File: config.mk
export PLATFORM = sky130hd
export DESIGN_NAME = countdown_timer
export DESIGN_NICKNAME = d
export VERILOG_FILES = /design/src/rtl/countdown_timer_pkg.sv /design/src/rtl/countdown_timer_fsm.sv /design/src/rtl/countdown_timer.sv
export SDC_FILE = /design/constraint.sdc
export NUM_CORES = 1
export LEC_CHECK = 0
export CAP_MARGIN = 10
export CORE_MARGIN = 5
export CORE_UTILIZATION = 35
export CTS_BUF_LIST = sky130_fd_sc_hd__clkbuf_16
export DETAILED_ROUTE_END_ITERATION = 12
export PLACE_DENSITY = 0.68
export SLEW_MARGIN = 20
export SYNTH_ARGS = -nofsm -noshare
export SYNTH_HDL_FRONTEND = slang
export SYNTH_SLANG_ARGS = --single-unit
File: constraint.sdc
create_clock -name clk -period 2 [get_ports clk]
set_input_delay 0.2 -clock clk [delete_from_list [all_inputs] [get_ports clk]]
set_output_delay 0.2 -clock clk [all_outputs]
set_load 0.01 [all_outputs]
File: src/rtl/countdown_timer_pkg.sv
// Shared types and defaults for the countdown timer block.
package countdown_timer_pkg;

    localparam int unsigned DEFAULT_WIDTH = 4;

    typedef enum logic [1:0] {
        ST_IDLE = 2'd0,
        ST_RUN  = 2'd1,
        ST_DONE = 2'd2
    } state_e;

endpackage

File: src/rtl/countdown_timer_fsm.sv
// Control FSM for the countdown timer: state register, status flags and terminal-count pulse.
module countdown_timer_fsm
    import countdown_timer_pkg::*;
(
    input  logic   clk,
    input  logic   reset_n,
    input  logic   start_i,
    input  logic   load_zero_i,
    input  logic   hold_i,
    input  logic   reload_i,
    input  logic   stop_i,
    input  logic   ack_i,
    input  logic   cnt_one_i,
    output state_e state_o,
    output logic   busy_o,
    output logic   done_o,
    output logic   tc_o
);

    state_e state_q, state_d;
    logic   busy_q, busy_d;
    logic   done_q, done_d;
    logic   tc_q, tc_d;

    // All state advances on the falling clock edge.
    always_ff @(negedge clk or negedge reset_n) begin
        if (!reset_n) begin
            state_q <= ST_IDLE;
            busy_q  <= 1'b0;
            done_q  <= 1'b0;
            tc_q    <= 1'b0;
        end else begin
            state_q <= state_d;
            busy_q  <= busy_d;
            done_q  <= done_d;
            tc_q    <= tc_d;
        end
    end

    // RUN priority: stop, then hold, then terminal detection.
    always_comb begin
        state_d = state_q;
        tc_d    = 1'b0;
        unique case (state_q)
            ST_IDLE: begin
                if (start_i) begin
                    if (load_zero_i) begin
                        state_d = ST_DONE;
                        tc_d    = 1'b1;
                    end else begin
                        state_d = ST_RUN;
                    end
                end
            end
            ST_RUN: begin
                if (stop_i) begin
                    state_d = ST_IDLE;
                end else if (!hold_i && cnt_one_i) begin
                    tc_d = 1'b1;
                    if (!reload_i) begin
                        state_d = ST_DONE;
                    end
                end
            end
            ST_DONE: begin
                if (ack_i) begin
                    state_d = ST_IDLE;
                end
            end
            default: state_d = ST_IDLE;
        endcase
        busy_d = (state_d == ST_RUN);
        done_d = (state_d == ST_DONE);
    end

    assign state_o = state_q;
    assign busy_o  = busy_q;
    assign done_o  = done_q;
    assign tc_o    = tc_q;

endmodule

File: src/rtl/countdown_timer.sv
// Loadable falling-edge down-counter with optional periodic reload and done/ack handshake.
module countdown_timer
    import countdown_timer_pkg::*;
#(
    parameter int unsigned WIDTH = DEFAULT_WIDTH
) (
    input  logic             clk,
    input  logic             reset_n,
    input  logic             start,
    input  logic [WIDTH-1:0] load_val,
    input  logic             hold,
    input  logic             reload,
    input  logic             stop,
    input  logic             ack,
    output logic [WIDTH-1:0] count,
    output logic             busy,
    output logic             done,
    output logic             tc
);

    logic [WIDTH-1:0] count_q, count_d;
    logic [WIDTH-1:0] reload_q, reload_d;
    state_e           state;
    logic             cnt_one;

    assign cnt_one = (count_q == WIDTH'(1));

    countdown_timer_fsm u_fsm (
        .clk         (clk),
        .reset_n     (reset_n),
        .start_i     (start),
        .load_zero_i (load_val == '0),
        .hold_i      (hold),
        .reload_i    (reload),
        .stop_i      (stop),
        .ack_i       (ack),
        .cnt_one_i   (cnt_one),
        .state_o     (state),
        .busy_o      (busy),
        .done_o      (done),
        .tc_o        (tc)
    );

    always_ff @(negedge clk or negedge reset_n) begin
        if (!reset_n) begin
            count_q  <= '0;
            reload_q <= '0;
        end else begin
            count_q  <= count_d;
            reload_q <= reload_d;
        end
    end

    // Datapath mirrors the FSM decisions; a zero load simply lands count at 0.
    always_comb begin
        count_d  = count_q;
        reload_d = reload_q;
        unique case (state)
            ST_IDLE: begin
                if (start) begin
                    reload_d = load_val;
                    count_d  = load_val;
                end
            end
            ST_RUN: begin
                if (stop) begin
                    count_d = '0;
                end else if (hold) begin
                    count_d = count_q;
                end else if (cnt_one) begin
                    count_d = reload ? reload_q : '0;
                end else if (count_q != '0) begin
                    count_d = WIDTH'(count_q - WIDTH'(1));
                end
            end
            ST_DONE: count_d = '0;
            default: count_d = '0;
        endcase
    end

    assign count = count_q;

endmodule
==> results.json <==
{
  "status": "finished, violations left",
  "violations": "setup timing",
  "rsz0062_at_grt": "true",
  "via_per_inst": 5.178,
  "num-nets-final": 122,
  "die_w_um": 55.14,
  "cts_tree": "yes",
  "drtAntennaViolNets": 0,
  "critPathSlowestCell": "dfrtn_1",
  "cap_violations": 0,
  "grt_pass1_vias": 680,
  "first_pass_iters": 4,
  "drc": 0,
  "power.internal_w": 0.0008697,
  "p_switching_w": 0.0004151,
  "crit_path_max_incr_delay_ns": 0.41,
  "syn_area_per_cell_um2": 10.19,
  "pwr-share-clk_pct": 28.5,
  "hold_path.class": "reg -> reg",
  "wl_um": 1972,
  "yosysWarnings": 0,
  "antenna_cells": 0,
  "htree_levels": 1,
  "grt_pass1_wl_um": 3167,
  "p_sw_share_pct": 32.31,
  "path_buf_inv": 1,
  "post_drt_wl_per_cell_um": 14.61,
  "synth_top_area_share_pct": 45.61,
  "grt_usage_pct": 14.81,
  "drive_gt1_share_pct": 43.52,
  "fp-row-count": 16,
  "core_region_area_um2": 1962,
  "final_cell_mix": "17 x buf_4, 13 x dfrtn_1, 11 x nand2_1, 7 x buf_2",
  "powerDensity_nw_per_um2": 1126,
  "fin_skew_ns": 0.003358,
  "die_h_um": 55.14,
  "synth_top_area_cell": "dfrtn_1",
  "cts_max_path_buffers": 2,
  "final_common_cell": "buf_4",
  "finalSetupTns_ns": -0.02144,
  "power_frac_seq_pct": 29.3,
  "hold_violations": 0,
  "cts.sinks": 13,
  "placed_cell_area_um2": 1018,
  "path_clk_slew_ns": 0.03,
  "start_util_pct": 36.35,
  "post-route-util_pct": 58.16,
  "drt_iter0_markers": 24,
  "grt.overflow.total": 0,
  "slew_viol_final": 0,
  "ios": 18,
  "antenna_found_initial": 0,
  "dieArea_um2": 3040,
  "dp_cells": 128,
  "synth.area.top_cells": "dfrtn_1 46%, nand2_1 6.3%, ha_1 3.5%",
  "ir_drop_uv": 533.7,
  "endpoint_kind": "output port",
  "crit_family": "flip-flops",
  "syn_to_final_growth_pct": 60.00,
  "cts-buffers-inserted": 3,
  "cp_data_arrival_time_ns": 1.82,
  "clockRootBuffer": "clkbuf_16",
  "synth_seq_cells": 13,
  "startpoint_type": "register",
  "power_leakage_nw": 0.5731,
  "path_max_fanout": 2,
  "slew_headroom_pct": 78.81,
  "worstMarginPinSlew_ns": 0.3175,
  "stdcell_area_um2": 1141,
  "portBuffers": 17,
  "required_ns": 1.80,
  "path_class": "reg -> out",
  "clk_latency_ns": 0.27,
  "ctsHoldBuffers": 0,
  "setup_viol": 2,
  "path_cells": "buf_2",
  "finalWorstSetupSlack_ns": -0.01501,
  "combPwrFrac_pct": 42.2,
  "stdcell_count": 135,
  "finalPower_w": 0.001285,
  "syn_nets": 83,
  "ys_types": 31,
  "via_count": 699,
  "synthCells": 70,
  "ys_seq_area_share_pct": 45.61,
  "synth_area_um2": 713.2,
  "grt_max_degree": 14,
  "dp_hpwl_um": 1345,
  "place.gp.congestion": 0.9075
}
state kept, by name, summed over array words and instances, names as in the netlist:
register and flops:
u_fsm.done_o 1, u_fsm.busy_o 1, count 4, u_fsm.state_o 2, reload_q 4, u_fsm.tc_o 1
metal layers:
layer	GRT usage (%)	vias to the layer above	routed length, µm
li1	-	341	-
met1	19.44	329	875
met2	23.23	25	947
met3	2.413	4	113
met4	7.692	0	35
met5	0	-	0
synth_stat cells (all sizes together):
| cell | instances |
|---|---|
| dfrtn | 13 |
| nand2 | 12 |
| o21ai | 4 |
| a21oi | 3 |
| nand3 | 3 |
| a21o | 2 |
| a221o | 2 |
| and3 | 2 |
| ha | 2 |
| inv | 2 |
| nand2b | 2 |
| nor2 | 2 |
| nor3b | 2 |
| nor4 | 2 |
| o221ai | 2 |
| o22ai | 2 |
| or3 | 2 |
| a211o | 1 |
| a21boi | 1 |
| a32oi | 1 |
| and2 | 1 |
| and4b | 1 |
| buf | 1 |
| nor3 | 1 |
| o211ai | 1 |
| or3b | 1 |
| or4b | 1 |
| or4bb | 1 |
worst register-to-register path, cell delays in order (launching register included):
cell and delay (ns):
dfrtn_1 0.40, buf_4 0.12, inv_1 0.05, ha_2 0.19, or4b_4 0.51, nor3b_4 0.20
a221o_1 0.30
logic make-up after synthesis:
kind of cell	after synthesis	synth area share, %
AO/OA/AOI/OAI	19	19.47
AND/OR/NAND/NOR	33	28.77
flip-flops	13	45.61
adder cells (fa/ha/maj)	2	3.508
buffers and inverters	3	2.632
final timing paths:
check                                 start           to  slack [ns]  cells past startpoint
worst max-delay path               count[2]     count[2]       -0.02                      1
worst min-delay path            reload_q[0]  reload_q[0]        0.43                      1
worst max register to register     count[1]     count[0]        0.06                      6
worst min register to register  reload_q[0]  reload_q[0]        0.43                      1
max in group asynchronous           reset_n  reload_q[3]        0.68                      2
min in group asynchronous           reset_n     count[1]        1.12                      2
per-stage QoR:
stage | worst slack (ns) | hold slack (ns)
global placement | -0.5818 | 0.4266
floorplan | -0.04914 | 0.3992
finish | -0.01501 | 0.4304
CTS | -0.02283 | 0.4323
detailed placement | -0.5709 | 0.4304
global route | -0.05422 | 0.4463
power by group through the flow:
stage | sequential [W] | combinational (W) | clock, W
finish | 0.000376 | 0.000542 | 0.000367
global route | 0.000384 | 0.000594 | 0.000382
CTS | 0.000375 | 0.000507 | 0.000373
detailed placement | 0.000379 | 0.000513 | 0
global placement | 0.000377 | 0.000514 | 0
floorplan | 0.000403 | 0.000273 | 0
layout make-up:
class                   instances  area, µm²
repair buffers                 35      264.0
flip-flops and latches         13      325.3
multi-input cells              54      431.7
clock buffers                   3      75.07
fillers                       180      820.8
well taps                      27      33.78
clock inverters                 1      3.754
inverters                       2      7.507
repair_timing:
item,4_1_cts,5_1_grt
setup endpoints to repair,18,13
pin swaps,12,8
buffers inserted,0,3
resized for setup,43,14
(Power assumes the default switching activity.)
